## src/rtl/seq_alu_if.sv

```systemverilog
// ---------------------------------------------------------------------------
// seq_alu_if
//   Handshake bundle between an operand-issuing controller and seq_alu.
//
//   Issue side  : in_valid / in_ready with operands a, b and op_code.
//   Result side : out_valid / out_ready with alu_out, c_out and zero.
//
//   Modports
//     master : controller / consumer view (drives operands and out_ready)
//     slave  : ALU view (drives in_ready and the result fields)
// ---------------------------------------------------------------------------
interface seq_alu_if #(
    parameter int WIDTH = 8
);
    logic                   in_valid;
    logic                   in_ready;
    logic [WIDTH-1:0]       a;
    logic [WIDTH-1:0]       b;
    logic [2:0]             op_code;
    logic                   out_valid;
    logic                   out_ready;
    logic [2*WIDTH-1:0]     alu_out;
    logic                   c_out;
    logic                   zero;

    modport master (
        output in_valid,
        output a,
        output b,
        output op_code,
        output out_ready,
        input  in_ready,
        input  out_valid,
        input  alu_out,
        input  c_out,
        input  zero
    );

    modport slave (
        input  in_valid,
        input  a,
        input  b,
        input  op_code,
        input  out_ready,
        output in_ready,
        output out_valid,
        output alu_out,
        output c_out,
        output zero
    );
endinterface

```

## src/rtl/seq_alu.sv

```systemverilog
// ---------------------------------------------------------------------------
// seq_alu
//   Multi-cycle unsigned ALU with valid/ready handshakes on both sides.
//   One operation in flight at a time. Single-cycle ops (add, sub, and, or,
//   xor, shl) finish on the accept edge; mul (shift-add) and div (restoring)
//   produce one partial product / quotient bit per edge, WIDTH steps total.
//
//   Ports
//     clk    : rising-edge clock
//     rst_n  : synchronous active-low reset
//     bus    : seq_alu_if.slave
//                in_valid/in_ready, a, b, op_code  (issue side)
//                out_valid/out_ready, alu_out, c_out, zero  (result side)
//
//   alu_out, c_out and zero come straight from registers and read 0 outside
//   the DONE state.
// ---------------------------------------------------------------------------
module seq_alu #(
    parameter int WIDTH = 8
) (
    input  logic        clk,
    input  logic        rst_n,
    seq_alu_if.slave    bus
);
    localparam int SH_W  = $clog2(WIDTH);
    localparam int CNT_W = SH_W;
    localparam logic [CNT_W-1:0] CNT_ONE  = CNT_W'(1);
    localparam logic [CNT_W-1:0] CNT_LAST = CNT_W'(WIDTH - 1);

    localparam logic [2:0] OP_ADD = 3'b000;
    localparam logic [2:0] OP_SUB = 3'b001;
    localparam logic [2:0] OP_MUL = 3'b010;
    localparam logic [2:0] OP_AND = 3'b011;
    localparam logic [2:0] OP_OR  = 3'b100;
    localparam logic [2:0] OP_XOR = 3'b101;
    localparam logic [2:0] OP_SHL = 3'b110;
    localparam logic [2:0] OP_DIV = 3'b111;

    typedef enum logic [1:0] {
        IDLE = 2'd0,
        MUL  = 2'd1,
        DIV  = 2'd2,
        DONE = 2'd3
    } state_t;

    state_t                 state_reg;
    state_t                 state_next;

    logic [CNT_W-1:0]       cnt_reg;

    // Multiplier datapath
    logic [2*WIDTH-1:0]     acc_reg;
    logic [2*WIDTH-1:0]     mcand_reg;
    logic [WIDTH-1:0]       mplier_reg;

    // Divider datapath: quo_reg starts as the dividend and is shifted out
    // MSB-first while quotient bits are shifted in at the bottom.
    logic [WIDTH-1:0]       rem_reg;
    logic [WIDTH-1:0]       quo_reg;
    logic [WIDTH-1:0]       divisor_reg;

    // Registered outputs
    logic [2*WIDTH-1:0]     alu_out_reg;
    logic                   c_out_reg;
    logic                   zero_reg;

    logic                   accept;
    logic                   step_last;

    assign accept    = bus.in_valid && (state_reg == IDLE);
    assign step_last = (cnt_reg == CNT_LAST);

    // -----------------------------------------------------------------------
    // FSM: state register
    // -----------------------------------------------------------------------
    always_ff @(posedge clk) begin
        if (!rst_n) begin
            state_reg <= IDLE;
        end else begin
            state_reg <= state_next;
        end
    end

    // -----------------------------------------------------------------------
    // FSM: next-state logic
    // -----------------------------------------------------------------------
    always_comb begin
        state_next = state_reg;
        case (state_reg)
            IDLE: begin
                if (accept) begin
                    case (bus.op_code)
                        OP_MUL:  state_next = MUL;
                        OP_DIV:  state_next = DIV;
                        default: state_next = DONE;
                    endcase
                end
            end
            MUL, DIV: begin
                if (step_last) begin
                    state_next = DONE;
                end
            end
            DONE: begin
                if (bus.out_ready) begin
                    state_next = IDLE;
                end
            end
            default: state_next = IDLE;
        endcase
    end

    // -----------------------------------------------------------------------
    // FSM: handshake outputs
    // -----------------------------------------------------------------------
    always_comb begin
        bus.in_ready  = (state_reg == IDLE);
        bus.out_valid = (state_reg == DONE);
    end

    assign bus.alu_out = alu_out_reg;
    assign bus.c_out   = c_out_reg;
    assign bus.zero    = zero_reg;

    // -----------------------------------------------------------------------
    // Single-cycle operations, evaluated on the live inputs so the result can
    // be registered on the accept edge itself.
    // -----------------------------------------------------------------------
    logic [WIDTH:0]         add_full;
    logic [WIDTH:0]         sub_full;
    logic [WIDTH-1:0]       and_bits;
    logic [WIDTH-1:0]       or_bits;
    logic [WIDTH-1:0]       xor_bits;
    logic [2*WIDTH-1:0]     shl_full;

    assign add_full = {1'b0, bus.a} + {1'b0, bus.b};
    // The extra MSB of the difference is the borrow (a < b).
    assign sub_full = {1'b0, bus.a} - {1'b0, bus.b};
    assign shl_full = {{WIDTH{1'b0}}, bus.a} << bus.b[SH_W-1:0];

    genvar gi;
    generate
        for (gi = 0; gi < WIDTH; gi++) begin : g_logic_bit
            assign and_bits[gi] = bus.a[gi] & bus.b[gi];
            assign or_bits[gi]  = bus.a[gi] | bus.b[gi];
            assign xor_bits[gi] = bus.a[gi] ^ bus.b[gi];
        end
    endgenerate

    logic [2*WIDTH-1:0]     single_res;
    logic                   single_c;
    logic                   single_op;

    always_comb begin
        single_res = '0;
        single_c   = 1'b0;
        single_op  = 1'b1;
        case (bus.op_code)
            OP_ADD: begin
                single_res = {{WIDTH{1'b0}}, add_full[WIDTH-1:0]};
                single_c   = add_full[WIDTH];
            end
            OP_SUB: begin
                single_res = {{WIDTH{1'b0}}, sub_full[WIDTH-1:0]};
                single_c   = sub_full[WIDTH];
            end
            OP_AND:  single_res = {{WIDTH{1'b0}}, and_bits};
            OP_OR:   single_res = {{WIDTH{1'b0}}, or_bits};
            OP_XOR:  single_res = {{WIDTH{1'b0}}, xor_bits};
            OP_SHL:  single_res = shl_full;
            default: single_op  = 1'b0;
        endcase
    end

    // -----------------------------------------------------------------------
    // Iterative step logic. Step 0 is performed on the accept edge straight
    // from the bus operands, so the remaining WIDTH-1 steps finish in time for
    // out_valid to rise WIDTH cycles after accept. The source muxes select the
    // bus on that first step and the working registers afterwards.
    // -----------------------------------------------------------------------
    logic                   first_step;
    assign first_step = (state_reg == IDLE);

    logic [2*WIDTH-1:0]     acc_src;
    logic [2*WIDTH-1:0]     mcand_src;
    logic [WIDTH-1:0]       mplier_src;
    logic [2*WIDTH-1:0]     mul_sum;

    assign acc_src    = first_step ? '0                          : acc_reg;
    assign mcand_src  = first_step ? {{WIDTH{1'b0}}, bus.a}      : mcand_reg;
    assign mplier_src = first_step ? bus.b                       : mplier_reg;
    // Partial products never exceed 2*WIDTH bits, so no carry is lost here.
    assign mul_sum    = acc_src + (mplier_src[0] ? mcand_src : '0);

    logic [WIDTH-1:0]       rem_src;
    logic [WIDTH-1:0]       quo_src;
    logic [WIDTH-1:0]       divisor_src;
    logic [WIDTH:0]         rem_shift;
    logic                   div_ge;
    logic [WIDTH-1:0]       rem_step;
    logic [WIDTH-1:0]       quo_step;

    assign rem_src     = first_step ? '0    : rem_reg;
    assign quo_src     = first_step ? bus.a : quo_reg;
    assign divisor_src = first_step ? bus.b : divisor_reg;

    assign rem_shift = {rem_src, quo_src[WIDTH-1]};
    assign div_ge    = (rem_shift >= {1'b0, divisor_src});
    // When div_ge holds the true difference is below the divisor, so the
    // WIDTH-bit subtraction is exact. A zero divisor always subtracts, which
    // yields an all-ones quotient and leaves the dividend as the remainder.
    assign rem_step  = div_ge ? (rem_shift[WIDTH-1:0] - divisor_src)
                              : rem_shift[WIDTH-1:0];
    assign quo_step  = {quo_src[WIDTH-2:0], div_ge};

    // -----------------------------------------------------------------------
    // Result load selection for the output registers.
    // -----------------------------------------------------------------------
    logic                   load_res;
    logic [2*WIDTH-1:0]     res_val;
    logic                   res_c;
    logic                   clear_res;

    always_comb begin
        load_res = 1'b0;
        res_val  = '0;
        res_c    = 1'b0;
        case (state_reg)
            IDLE: begin
                if (accept && single_op) begin
                    load_res = 1'b1;
                    res_val  = single_res;
                    res_c    = single_c;
                end
            end
            MUL: begin
                if (step_last) begin
                    load_res = 1'b1;
                    res_val  = mul_sum;
                    res_c    = |mul_sum[2*WIDTH-1:WIDTH];
                end
            end
            DIV: begin
                if (step_last) begin
                    load_res = 1'b1;
                    res_val  = {rem_step, quo_step};
                    res_c    = (divisor_reg == '0);
                end
            end
            default: ;
        endcase
    end

    assign clear_res = (state_reg == DONE) && bus.out_ready;

    // -----------------------------------------------------------------------
    // Datapath registers
    // -----------------------------------------------------------------------
    always_ff @(posedge clk) begin
        if (!rst_n) begin
            cnt_reg     <= '0;
            acc_reg     <= '0;
            mcand_reg   <= '0;
            mplier_reg  <= '0;
            rem_reg     <= '0;
            quo_reg     <= '0;
            divisor_reg <= '0;
            alu_out_reg <= '0;
            c_out_reg   <= 1'b0;
            zero_reg    <= 1'b0;
        end else begin
            // Counter: step 0 happens at accept, so the first stored count is 1.
            // It wraps back to 0 on the final step.
            if (accept) begin
                cnt_reg <= CNT_ONE;
            end else if (state_reg == MUL || state_reg == DIV) begin
                cnt_reg <= cnt_reg + CNT_ONE;
            end

            // Both iterative datapaths are primed on every accept; only the
            // one matching the entered state keeps stepping.
            if (accept || state_reg == MUL) begin
                acc_reg    <= mul_sum;
                mcand_reg  <= {mcand_src[2*WIDTH-2:0], 1'b0};
                mplier_reg <= {1'b0, mplier_src[WIDTH-1:1]};
            end

            if (accept || state_reg == DIV) begin
                rem_reg     <= rem_step;
                quo_reg     <= quo_step;
                divisor_reg <= divisor_src;
            end

            if (load_res) begin
                alu_out_reg <= res_val;
                c_out_reg   <= res_c;
                zero_reg    <= (res_val == '0);
            end else if (clear_res) begin
                alu_out_reg <= '0;
                c_out_reg   <= 1'b0;
                zero_reg    <= 1'b0;
            end
        end
    end

endmodule

```

## src/flat_wrapper.sv

```systemverilog
// flat-port wrapper written by rule: the top's interface ports become plain ports
module seq_alu_flat 
#(
    parameter int WIDTH = 8
)
  (clk, rst_n, bus_in_valid, bus_a, bus_b, bus_op_code, bus_out_ready, bus_in_ready, bus_out_valid, bus_alu_out, bus_c_out, bus_zero);
  seq_alu_if #(.WIDTH(WIDTH)) bus_i ();
  input  logic clk;
  input  logic rst_n;
  input wire logic [$bits(bus_i.in_valid)-1:0] bus_in_valid;
  input wire logic [$bits(bus_i.a)-1:0] bus_a;
  input wire logic [$bits(bus_i.b)-1:0] bus_b;
  input wire logic [$bits(bus_i.op_code)-1:0] bus_op_code;
  input wire logic [$bits(bus_i.out_ready)-1:0] bus_out_ready;
  output wire logic [$bits(bus_i.in_ready)-1:0] bus_in_ready;
  output wire logic [$bits(bus_i.out_valid)-1:0] bus_out_valid;
  output wire logic [$bits(bus_i.alu_out)-1:0] bus_alu_out;
  output wire logic [$bits(bus_i.c_out)-1:0] bus_c_out;
  output wire logic [$bits(bus_i.zero)-1:0] bus_zero;
  assign bus_i.in_valid = bus_in_valid;
  assign bus_i.a = bus_a;
  assign bus_i.b = bus_b;
  assign bus_i.op_code = bus_op_code;
  assign bus_i.out_ready = bus_out_ready;
  assign bus_in_ready = bus_i.in_ready;
  assign bus_out_valid = bus_i.out_valid;
  assign bus_alu_out = bus_i.alu_out;
  assign bus_c_out = bus_i.c_out;
  assign bus_zero = bus_i.zero;
  seq_alu #(.WIDTH(WIDTH)) u_core (.clk(clk), .rst_n(rst_n), .bus(bus_i));
endmodule
```

## config.mk

```make
export PLATFORM = sky130hd
export DESIGN_NAME = seq_alu_flat
export DESIGN_NICKNAME = d
export VERILOG_FILES = /design/src/rtl/seq_alu_if.sv /design/src/rtl/seq_alu.sv /design/src/flat_wrapper.sv
export SDC_FILE = /design/constraint.sdc
export NUM_CORES = 1
export LEC_CHECK = 0
export CORE_AREA = 4 4 157 159
export CTS_CLUSTER_SIZE = 25
export DETAILED_ROUTE_END_ITERATION = 12
export DIE_AREA = 0 0 161 163
export GPL_TIMING_DRIVEN = 0
export PLACE_DENSITY = 0.48
export SLEW_MARGIN = 20
export SYNTH_ARGS = -nofsm -noshare
export SYNTH_HDL_FRONTEND = slang
export SYNTH_SLANG_ARGS = --single-unit
```

## constraint.sdc

```tcl
create_clock -name clk -period 6.25 [get_ports clk]
set_input_delay 1.875 -clock clk [delete_from_list [all_inputs] [get_ports clk]]
set_output_delay 1.875 -clock clk [all_outputs]
set_load 0.005 [all_outputs]
```

==> impl_metrics.tcl, run 1 <==
set metrics [dict create \
    required_ns 6.52 \
    synthArstFlopShare_pct 0 \
    min_path_type "reg -> reg" \
    gp_congestion 0.923 \
    clk_pin_slew_ns 0.07 \
    r2r-end "u_core.bus.zero" \
    p_total_w 0.00321 \
    crit_family "buffers and inverters" \
    cts.path.max_buffers 2 \
    worstSetupPathType "in -> reg" \
    grt_pass1_vias 6383 \
    dp_cells 1235 \
    muxShareOfSynthArea_pct 8.07 \
    clock_skew_ns 0.0116 \
    synth_nets 957 \
    crit_fanout 10 \
    final_cell_area_mm2 0.00804 \
    layout_min_cycle_time_ns 5.89 \
    min_to "u_core.acc_reg[7]" \
    synth-compound-area-share_pct 26.0 \
    seqPwrFrac_pct 23.9 \
    netlist_instances 874 \
    synth_cell_types 81 \
    drv_slew 0 \
    die-area_mm2 0.0262 \
    synth_seq_cells 85 \
    via_per_inst 5.35 \
    crit_chain "clkdlybuf4s50_1 -> clkbuf_2 -> buf_2 -> mux2i_2 -> ha_1 -> nor2b_4 -> o311a_4 -> o41ai_2 -> nand2_1 -> clkbuf_1 -> mux2i_2 -> o221ai_1 -> nor2_1 -> nand3_1 -> o41ai_2" \
    port-buffer-count 42 \
    grt_start_max_net_pins 17 \
    nNetsFinal 1009 \
    postPlaceCellArea_mm2 0.00770 \
    cp-end-kind "register" \
    r2r-start "u_core.state_reg[0]" \
    cts_tree "built" \
    drc_errors 0 \
    fin_setup_tns_ns 0 \
    layout_common_cells "nor2_1, dfxtp_1, nand2_1" \
    mostFrequentLayoutCell "nor2_1" \
    intPower_w 0.00166 \
    seq_area_frac_synth_pct 24.7 \
    htreeDepth 3 \
    synth_adder_area_share_pct 11.3 \
    first_iter_violations 455 \
    synth_flop_cell "dfxtp_1" \
    p_sw_share_pct 48.3 \
    min_period_over_period_pct 94.3 \
    synth_edf_count 0 \
    fill_cells 2498 \
    synth-xor-area-share_pct 3.31 \
    drtAntennaViolNets 0 \
    layout-drive-gt1-share_pct 6.98 \
    antenna_found_initial 0 \
    ios 43 \
    min_from "u_core.acc_reg[7]" \
    cts_sinks 85 \
    initial_utilization_pct 29.6 \
    synth_top_family_by_area "compound AO/OA/AOI/OAI gates" \
    numCtsBuffers 9 \
    cellLeakagePower_nw 3.23 \
    ir_drop_mv 0.160 \
    grt.total_usage_pct 19.3 \
    overflow 0 \
    switching_power_w 0.00155 \
    tightest_slew_ns 1.17 \
    finalNonFillerCells 1250 \
    timing.fmax_mhz 170 \
    clk_latency_ns 0.36 \
    root_buffer "clkbuf_16" \
    synth_area_per_cell_um2 7.88 \
    rsz0062_at_grt "no" \
    dr.pass1.iters 5 \
    yosys_warnings 0 \
    wl_per_cell_um 20.4 \
    vias 6693 \
    routed_wl_um 25500 \
    powerDensity_mw_per_mm2 399 \
    finalHoldViolations 0 \
    rrSetupSlack_ns 0.49 \
    worst_path_max_delay_cell "clkdlybuf4s50_1" \
    grt_pass1_wl_um 38900 \
    rows 56 \
    hold_path_depth 2 \
    syn_area_mm2 0.00688 \
    cts_hold_buf 0 \
    die_y_um 163 \
    critPathArrivalTime_ns 6.16 \
    reg2regPathDepth 18 \
    dp_hpwl_um 19800 \
    p_comb_share_pct 58.2 \
    antenna_cells 0 \
    synthSimpleGateAreaFrac_pct 21.3 \
    crit_buf_inv 4 \
    timing.max_cap.violations 0 \
    critPathLaunchType "input pin" \
    setup_viol 0 \
    cts_setup_buffers 0 \
    slowest_delay_ns 0.55 \
    area_growth_pct 16.8 \
    chipWidth_um 161 \
    slew-limit-headroom_pct 21.6 \
    core_area_mm2 0.0233 \
    power.clock.fraction_pct 17.9 \
    outcome "finished clean" \
]
-- power by group through the flow --
stage	registers, W	clock network, W	logic (W)
3_5_place_dp	0.000777	0	0.00183
3_3_place_gp	0.000776	0	0.00184
6_report	0.000767	0.000574	0.00187
5_1_grt	0.000783	0.000608	0.00204
4_1_cts	0.000766	0.000584	0.00184
2_1_floorplan	0.000750	0	0.00130
-- through the flow --
step | hold slack [ns] | utilization [%] | setup WS [ns]
floorplan | 0.427 | - | 1.22
global placement | 0.436 | 33.1 | -0.321
detailed placement | 0.442 | 33.1 | -0.305
CTS | 0.453 | 34.4 | 0.0256
global route | 0.465 | 34.5 | 0.132
finish | 0.449 | 34.5 | 0.357
-- layout make-up --
cell class                 count  area (µm²)  area share [%]
clock buffer                   9         225            2.80
timing repair buffer          42         420            5.23
multi-input combinational    698        4840            60.3
buffer                        50         213            2.65
tap                          319         399            4.97
inverter                      40         150            1.87
clock inverter                 7        85.1            1.06
sequential                    85        1700            21.2
-- metal layers --
| metal | share of wire, % | track usage (%) |
|---|---|---|
| met5 | 0 | 0 |
| met1 | 46 | 26.1 |
| met4 | 4.3 | 9.03 |
| met3 | 5.0 | 2.61 |
| met2 | 45 | 30.4 |
-- synthesized netlist by cell type (all sizes together), types with 4 or more instances --
cell type,instances,share of area (%)
nor2,112,6.1
o221ai,4,0.51
mux2i,42,6.1
o41ai,5,0.85
a21oi,67,4.9
mux2,4,0.65
a31oi,5,0.45
a211oi,38,4.1
nor4,7,0.73
or3,6,0.58
o211ai,4,0.44
nor2b,31,2.9
nand3,19,1.4
o21bai,7,0.76
ha,56,10
a221o,4,0.58
xor2,11,1.4
xnor2,15,1.9
mux4,4,1.3
dfxtp,85,25
nand2b,10,0.91
and3,4,0.36
inv,40,2.2
buf,14,1.1
clkbuf,37,2.0
nand2,76,4.1
and2,9,0.82
o22ai,8,0.73
fa,4,1.2
o21ai,34,2.5
a221oi,6,0.95
a22oi,25,2.7
a21o,5,0.55
nor3,16,1.2
-- worst max-delay path by stage --
stage	startpoint	cells after the start	slack [ns]	endpoint
CTS	bus_b[1]	13	0.03	u_core.bus.zero
detailed placement	bus_b[1]	13	-0.30	u_core.bus.zero
finish	bus_b[1]	15	0.36	u_core.bus.zero
global route	bus_b[1]	15	0.13	u_core.bus.zero
floorplan	bus_b[0]	15	1.22	u_core.bus.zero
global placement	bus_b[1]	13	-0.32	u_core.bus.zero
-- worst min-delay path: cells and delay by family, from the launching register on --
kind | cells | cell delay (ns)
flops | 1 | 0.31
compound gates | 1 | 0.05
simple gates | 1 | 0.05
-- cell families (layout without fill, tap and decap cells) --
kind of cell    count (synthesis)  count (layout)
compound gates                254             254
xor+xnor                       26              26
fa+ha+maj                      60              60
buf+inv                        91             148
flops                          85              85
mux                            50              50
simple gates                  308             308
-- repair_timing --
item	in CTS	in global routing
setup endpoints to repair	0	2
endpoints found under the hold margin	0	0
gates resized for setup	0	12
Power figures use the tool's default switching activity.
==> inputs of run 2 (changes only) <==
--- a/config.mk
+++ b/config.mk
@@ -5,11 +5,12 @@
 export SDC_FILE = /design/constraint.sdc
 export NUM_CORES = 1
 export LEC_CHECK = 0
-export CORE_AREA = 4 4 157 159
+export CORE_AREA = 5 5 158 160
 export CTS_CLUSTER_SIZE = 25
 export DETAILED_ROUTE_END_ITERATION = 12
-export DIE_AREA = 0 0 161 163
+export DIE_AREA = 0 0 163 165
 export GPL_TIMING_DRIVEN = 0
+export HOLD_SLACK_MARGIN = 0.12
 export PLACE_DENSITY = 0.48
 export SLEW_MARGIN = 20
 export SYNTH_ARGS = -nofsm -noshare
==> run 2 against run 1 <==
Net effect:
- first-iteration DRC count increased by 44%
- count of clock-buffer cells in the layout stayed put
- critical endpoint unchanged
- setup slack worse by 0.024 ns
- sequential power hardly changed
- maximum frequency down 0.40%
- register-to-register slack lost 0.11 ns
- combinational power is essentially flat
- global-route usage fell by 0.36 points
- highest routed layer unchanged
- core utilization shrank 0.16 points
- via count increased by 1.2%
- critical path type unchanged
==> impl_metrics.tcl, run 2 (synthesis gave the netlist of run 1 again) <==
set metrics [dict create \
    outcome "finished clean" \
    overflow 0 \
    chipWidth_um 163 \
    clk_pin_slew_ns 0.07 \
    clk_latency_ns 0.35 \
    cts_hold_buf 0 \
    cts_setup_buffers 0 \
    layout_min_cycle_time_ns 5.92 \
    cts_sinks 85 \
    area_growth_pct 16.2 \
    mostFrequentLayoutCell "nor2_1" \
    finalHoldViolations 0 \
    postPlaceCellArea_mm2 0.00770 \
    r2r-end "u_core.bus.zero" \
    critPathLaunchType "input pin" \
    min_from "u_core.acc_reg[10]" \
    layout_common_cells "nor2_1, dfxtp_1, nand2_1" \
    cellLeakagePower_nw 3.22 \
    final_cell_area_mm2 0.00800 \
    root_buffer "clkbuf_16" \
    via_per_inst 5.42 \
    grt.total_usage_pct 18.9 \
    grt_pass1_wl_um 39200 \
    dp_hpwl_um 19700 \
    grt_pass1_vias 6529 \
    die_y_um 165 \
    timing.max_cap.violations 0 \
    crit_fanout 10 \
    drv_slew 0 \
    slew-limit-headroom_pct 29.3 \
    fill_cells 2482 \
    first_iter_violations 656 \
    layout-drive-gt1-share_pct 6.55 \
    rsz0062_at_grt "yes" \
    wl_per_cell_um 20.5 \
    cts.path.max_buffers 2 \
    min_period_over_period_pct 94.7 \
    cts_tree "built" \
    cp-end-kind "register" \
    reg2regPathDepth 18 \
    p_total_w 0.00318 \
    powerDensity_mw_per_mm2 398 \
    hold_path_depth 2 \
    numCtsBuffers 9 \
    core_area_mm2 0.0233 \
    vias 6771 \
    antenna_cells 0 \
    ir_drop_mv 0.163 \
    rows 56 \
    routed_wl_um 25600 \
    ios 43 \
    tightest_slew_ns 1.05 \
    nNetsFinal 1009 \
    port-buffer-count 42 \
    antenna_found_initial 0 \
    die-area_mm2 0.0269 \
    r2r-start "u_core.state_reg[0]" \
    rrSetupSlack_ns 0.38 \
    htreeDepth 3 \
    gp_congestion 0.902 \
    dr.pass1.iters 5 \
    grt_start_max_net_pins 17 \
    initial_utilization_pct 29.6 \
    required_ns 6.51 \
    min_to "u_core.acc_reg[10]" \
    drc_errors 0 \
    timing.fmax_mhz 169 \
    clock_skew_ns 0.00923 \
    drtAntennaViolNets 0 \
    worstSetupPathType "in -> reg" \
    setup_viol 0 \
    critPathArrivalTime_ns 6.18 \
    min_path_type "reg -> reg" \
]
run 2: area by class of cell:
class                           count  area, µm²  area share (%)
Timing Repair Buffer               42        420            5.26
Inverter                           40        150            1.88
Buffer                             50        209            2.61
Tap cell                          319        399            4.99
Clock inverter                      7       55.1           0.688
Clock buffer                        9        225            2.82
Sequential cell                    85       1700            21.3
Multi-Input combinational cell    698       4840            60.5
run 2: how the worst max path moves through the flow:
stage                             start         endpoint  depth (start not counted)
floorplan                      bus_b[0]  u_core.bus.zero                         15
global placement               bus_b[1]  u_core.bus.zero                         13
detailed placement             bus_b[0]  u_core.bus.zero                         16
CTS                            bus_b[0]  u_core.bus.zero                         16
global route        u_core.state_reg[0]  u_core.bus.zero                         19
finish                         bus_b[2]  u_core.bus.zero                         14
run 2: where the power goes:
part	switching (W)	internal [W]
Combinational	0.00123	0.000658
Sequential	0.0000886	0.000681
Clock	0.000251	0.000275
Total	0.00157	0.00161
run 2: what timing repair did:
action / CTS / global route
setup endpoints to repair: 0 / 2
resized for setup: 0 / 5
hold endpoints to repair: 0 / 0
run 2: metal layers:
metal | wire [µm] | vias up | global-route usage (%)
met5 | 0 | - | 0
met4 | 653 | 0 | 5.53
met3 | 1120 | 35 | 2.30
met2 | 12000 | 185 | 32.0
met1 | 11800 | 3262 | 25.3
li1 | - | 3289 | -
run 2: critical path, cell delays in order:
cell,delay (ns)
clkdlybuf4s50_1,0.61
clkbuf_1,0.50
mux2i_1,0.24
ha_1,0.39
or2_1,0.27
o311a_4,0.16
o41ai_2,0.43
nand2_1,0.17
clkbuf_1,0.30
mux2i_2,0.37
o221ai_1,0.31
nor2_1,0.16
nand3_1,0.10
o41ai_2,0.27
run 2: per-stage QoR:
step	utilization (%)	instances	setup TNS [ns]	hold slack, ns	setup WS, ns
global route	34.4	1250	-0.0231	0.471	-0.0231
floorplan	-	874	0	0.427	1.22
detailed placement	33.1	1235	-0.250	0.441	-0.205
finish	34.4	1250	0	0.446	0.333
global placement	33.1	1235	-0.366	0.435	-0.236
CTS	34.3	1251	0	0.451	0.146
